**src/rtl/lr35902_irq_pkg.sv**
```systemverilog
// Shared definitions for the LR35902 interrupt controller: source indices,
// register selects, FSM encoding and the vector arithmetic.
package lr35902_irq_pkg;

  localparam int IRQ_VBLANK = 0;
  localparam int IRQ_STAT   = 1;
  localparam int IRQ_TIMER  = 2;
  localparam int IRQ_SERIAL = 3;
  localparam int IRQ_JOYPAD = 4;

  localparam logic ADR_IF = 1'b0;
  localparam logic ADR_IE = 1'b1;

  typedef enum logic {
    ST_IDLE = 1'b0,
    ST_ACK  = 1'b1
  } irq_state_e;

  // Dispatch address of source idx; stays within 8 bits for the default layout.
  function automatic logic [7:0] irq_vector(input logic [7:0] base,
                                            input int         stride,
                                            input logic [2:0] idx);
    logic [7:0] step;
    step = 8'(stride);
    return base + step * {5'd0, idx};
  endfunction

endpackage

```
**src/rtl/lr35902_irq_prio.sv**
```systemverilog
// Lowest-set-bit priority encoder over the pending interrupt mask.
// Shared with the CPU's HALT/wake logic.
module lr35902_irq_prio #(
  parameter int NSRC = 5
) (
  input  logic [NSRC-1:0] pend,
  output logic            any,
  output logic [2:0]      idx
);

  always_comb begin
    any = |pend;
    idx = 3'd0;
    // Scan downward so the lowest set bit is the last to assign idx.
    for (int i = NSRC - 1; i >= 0; i--) begin
      if (pend[i]) idx = 3'(i);
    end
  end

endmodule

```
**src/rtl/lr35902_irq.sv**
```systemverilog
// LR35902 interrupt controller: IF/IE registers, rising-edge capture of the
// peripheral request lines and a two-state level acknowledge with the CPU.
module lr35902_irq
  import lr35902_irq_pkg::*;
#(
  parameter int         NSRC       = 5,
  parameter logic [7:0] VEC_BASE   = 8'h40,
  parameter int         VEC_STRIDE = 8
) (
  input  logic            clk,
  input  logic            reset,
  input  logic [NSRC-1:0] src,
  input  logic            adr,
  input  logic [7:0]      din,
  output logic [7:0]      dout,
  input  logic            read,
  input  logic            write,
  output logic            int_req,
  input  logic            int_ack,
  output logic [7:0]      int_vec
);

  irq_state_e      state, state_d;
  logic [NSRC-1:0] if_q, src_prev, rise;
  logic [NSRC-1:0] if_base, if_clr, if_d;
  logic [NSRC-1:0] pend, pend_ack;
  logic [7:0]      ie_q, ie_eff;
  logic            take;
  logic            ack_any;
  logic [2:0]      ack_idx;

  assign rise = src & ~src_prev;
  assign pend = if_q & ie_q[NSRC-1:0];

  // The dispatch decision sees this cycle's software writes, so a request
  // withdrawn in the ack cycle produces the null vector.
  assign if_base  = (write && adr == ADR_IF) ? din[NSRC-1:0] : if_q;
  assign ie_eff   = (write && adr == ADR_IE) ? din : ie_q;
  assign pend_ack = if_base & ie_eff[NSRC-1:0];

  lr35902_irq_prio #(.NSRC(NSRC)) u_prio (
    .pend (pend_ack),
    .any  (ack_any),
    .idx  (ack_idx)
  );

  assign if_clr = (take && ack_any) ? ({{(NSRC-1){1'b0}}, 1'b1} << ack_idx)
                                    : '0;
  // New edges are ORed in last so they beat a same-cycle clear.
  assign if_d = (if_base & ~if_clr) | rise;

  always_ff @(posedge clk or posedge reset) begin
    if (reset) state <= ST_IDLE;
    else       state <= state_d;
  end

  always_comb begin
    state_d = state;
    case (state)
      ST_IDLE: if (int_ack)  state_d = ST_ACK;
      ST_ACK:  if (!int_ack) state_d = ST_IDLE;
      default: state_d = ST_IDLE;
    endcase
  end

  always_comb begin
    take    = (state == ST_IDLE) && int_ack;
    int_req = (state == ST_IDLE) && (|pend);
  end

  always_ff @(posedge clk or posedge reset) begin
    if (reset) begin
      if_q     <= '0;
      ie_q     <= 8'h00;
      src_prev <= '0;
      dout     <= 8'h00;
      int_vec  <= 8'h00;
    end else begin
      if_q     <= if_d;
      src_prev <= src;
      if (write && adr == ADR_IE) ie_q <= din;
      if (read) dout <= (adr == ADR_IE) ? ie_q : {{(8-NSRC){1'b1}}, if_q};
      if (take) int_vec <= ack_any ? irq_vector(VEC_BASE, VEC_STRIDE, ack_idx)
                                   : 8'h00;
    end
  end

endmodule

```
**config.mk**
```make
export PLATFORM = sky130hd
export DESIGN_NAME = lr35902_irq
export DESIGN_NICKNAME = d
export VERILOG_FILES = /design/src/rtl/lr35902_irq_pkg.sv /design/src/rtl/lr35902_irq_prio.sv /design/src/rtl/lr35902_irq.sv
export SDC_FILE = /design/constraint.sdc
export NUM_CORES = 1
export LEC_CHECK = 0
export ABC_AREA = 1
export BUFFER_PORTS_ARGS = -buffer_cell sky130_fd_sc_hd__buf_2
export CORE_MARGIN = 2
export CORE_UTILIZATION = 52
export DETAILED_ROUTE_END_ITERATION = 16
export PLACE_DENSITY = 0.78
export SLEW_MARGIN = 20
export SYNTH_ARGS = -nofsm -noshare
export SYNTH_HDL_FRONTEND = slang
export SYNTH_SLANG_ARGS = --single-unit
```
**constraint.sdc**
```tcl
create_clock -name clk -period 1.5 [get_ports clk]
set_input_delay 0.45 -clock clk [delete_from_list [all_inputs] [get_ports clk]]
set_output_delay 0.45 -clock clk [all_outputs]
set_load 0.01 [all_outputs]
```
==> run metrics <==
M1 WL=1.342 mm; CP max stage cell=dfrtp_1; unrepaired setup endpoints after global routing=true; clock skew=approximately 0.0084 ns; first-pass GRT wire length=between 5 and 6 mm; die height=56.88 microns; status=complete, but fails checks; Synth Register Bits=31; EDFF count, synth=0; commonest non-fill, non-tap cell in the layout=nand2_1; vias in the first global route=around 1300; Final Non-Filler Cells=257; die area=roughly 0.0032 sq mm; Via density=5.097; Hold Vio Cnt, Final=0; Yosys warnings=0; Sink Count=31; H-Tree Depth=2; area growth from synthesis to layout=25.22%; PnR worst setup slack=-0.3052 ns; total congestion overflow=0; Async S/R FF share, synth=100.0%; number of remaining DRC errors=0; Clk pin slew, worst setup/hold paths=around 0.1 ns; DR WL met3=198 microns; Max Fclk=554.0 MHz; Setup Crit Path Kind=reg -> out; cells after synthesis=between 150 and 200; Antenna Nets Post-Route=0; Top Metal Used=met4; Critical Path Source Type=flop; drt first pass iters=4; top area cells in the synthesized netlist=dfrtp_1, nand2_1, nand3_1; GRT Resource Usage Total=around 22%; via count=1310; post-synth cell types=19; Synth Cell Area=roughly 0.0015 sq mm; Tmin final=around 1.8 ns; gpl congestion=~0.91; Final #Nets=245; failing checks=setup timing; critical path arrival=1.36 ns; max_cap viols=0; num rows=19; initial DRC count=47; CP Cell Sequence=inv_2, o21ai_1, a221oi_1, a21oi_1, buf_2; IO Count=36; Worst setup EP type=output port; pre-CTS setup slack=-0.2146 ns; post-synthesis sequential area ratio=53.36%; core region area=0.002710 sq mm; IO Port Bufs=31; Synth area leader=dfrtp_1; Chip Width=56.88 microns; Power Dens Cells=roughly 1100 mW/mm^2; Setup Viol. Count Final=1; Yosys top cell area share=between 50% and 60%; Tcrit/Tclk final=120.3%; syn avg cell area=approximately 8.4 sq um; crit-path max FO=2; P_leak=approximately 1 nW; # diodes=0; Clock Tree Root=clkbuf_4; drt wl/cell=between 10 and 15 microns; hold crit path type=in -> async; most frequent cells in the layout=nand2_1, dfrtp_1, buf_2, buf_4, inv_1; proportion of layout cells with a drive suffix above 1=between 30% and 40%; Met2 Wirelength=approximately 1.6 mm; Critical Path RT=1.05 ns; max incr delay on CP=~0.40 ns; placed cells=roughly 250; Slew Viols, Final=0; starting density of the core=53.65%; TritonCTS Buffers=5; DP HPWL=roughly 2.4 mm; peak supply drop=roughly 0.0009 V; initial antenna violation count=0; Clock Latency Late Sink=between 0.3 and 0.4 ns; worst-case clock buffer depth=2; WL final=3.196 mm; largest net degree at the start of global routing=32; ys flop type=dfrtp_1; CTS tree=yes
-- routing by layer --
metal  global-route usage [%]  vias up
met1                    26.89      612
met3                    8.065        9
li1                         -      644
met2                    37.04       45
met5                        0        -
met4                    8.306        0
-- cells by family (layout without fill, tap and decap cells) --
logic type | Yosys count | after routing | share of synthesized area, %
simple gates | 91 | 91 | 26.76
flops | 31 | 31 | 53.36
buf+inv | 26 | 75 | 9.294
compound gates | 23 | 23 | 8.778
mux | 2 | 2 | 1.549
other cells | 1 | 4 | 0.2579
-- cell usage after synthesis, types with 2 or more instances --
| library cell | instances |
|---|---|
| a21oi_1 | 2 |
| buf_4 | 6 |
| buf_6 | 2 |
| dfrtp_1 | 31 |
| inv_1 | 16 |
| mux2_2 | 2 |
| nand2_1 | 55 |
| nand2_2 | 9 |
| nand3_1 | 14 |
| nor2_1 | 12 |
| o21ai_0 | 13 |
| o21ai_1 | 4 |
| o22a_1 | 2 |
-- cell type report --
cell class	count	area, sq um
Multi-Input combinational cell	120	576.8
Clock inverter	1	5.005
Tap cell	31	38.79
Timing Repair Buffer	51	309.0
Clock buffer	6	51.30
Fill cell	224	889.6
Sequential cell	31	775.7
Inverter	17	63.81
-- state kept, by name (all words and copies together), names as in the netlist --
signal / flops
int_vec: 4
dout: 8
src_prev: 5
ie_q: 8
state: 1
if_q: 5
-- path summary, 6_finish.rpt --
kind                              from           to  slack, ns  cells after the start
max                            if_q[3]      int_req      -0.31                      5
min                              reset      dout[6]       0.17                      3
max reg2reg                    if_q[3]      if_q[3]       0.11                     11
min reg2reg                src_prev[4]      if_q[4]       0.42                      1
max in group asynchronous        reset  src_prev[3]       1.04                      3
min in group clk               int_ack        state       0.23                      1
-- critical path, delay by kind of cell, from the launching register on --
kind,cells,cell delay (ns)
compound gates,3,0.41
flops,1,0.40
buf+inv,2,0.23
-- stage by stage --
step / utilization [%] / instance area (sq um) / hold slack (ns) / TNS (ns) / power [mW]
2_1_floorplan: - / 1465 / 0.3919 / 0 / 1.291
3_3_place_gp: 63.57 / 1723 / 0.4044 / -0.6488 / 1.477
3_5_place_dp: 63.57 / 1723 / 0.4082 / -1.173 / 1.491
4_1_cts: 66.21 / 1794 / 0.1807 / -0.2957 / 1.993
5_1_grt: 67.17 / 1821 / 0.2102 / -0.3794 / 2.126
6_report: 67.17 / 1821 / 0.1720 / -0.3052 / 2.005
-- report_power, final --
part	internal, mW	switching [mW]	leakage [nW]
combinational	0.228	0.286	0.602
clock	0.217	0.278	0.0341
sequential	0.938	0.0580	0.362
-- what timing repair did --
action | CTS | global route
setup buffers | 2 | 0
pin swaps | 1 | 10
cloned | 0 | 0
resized for setup | 2 | 8
setup endpoints to repair | 1 | 6
hold buffers | 0 | 0
(Power assumes the default switching activity.)
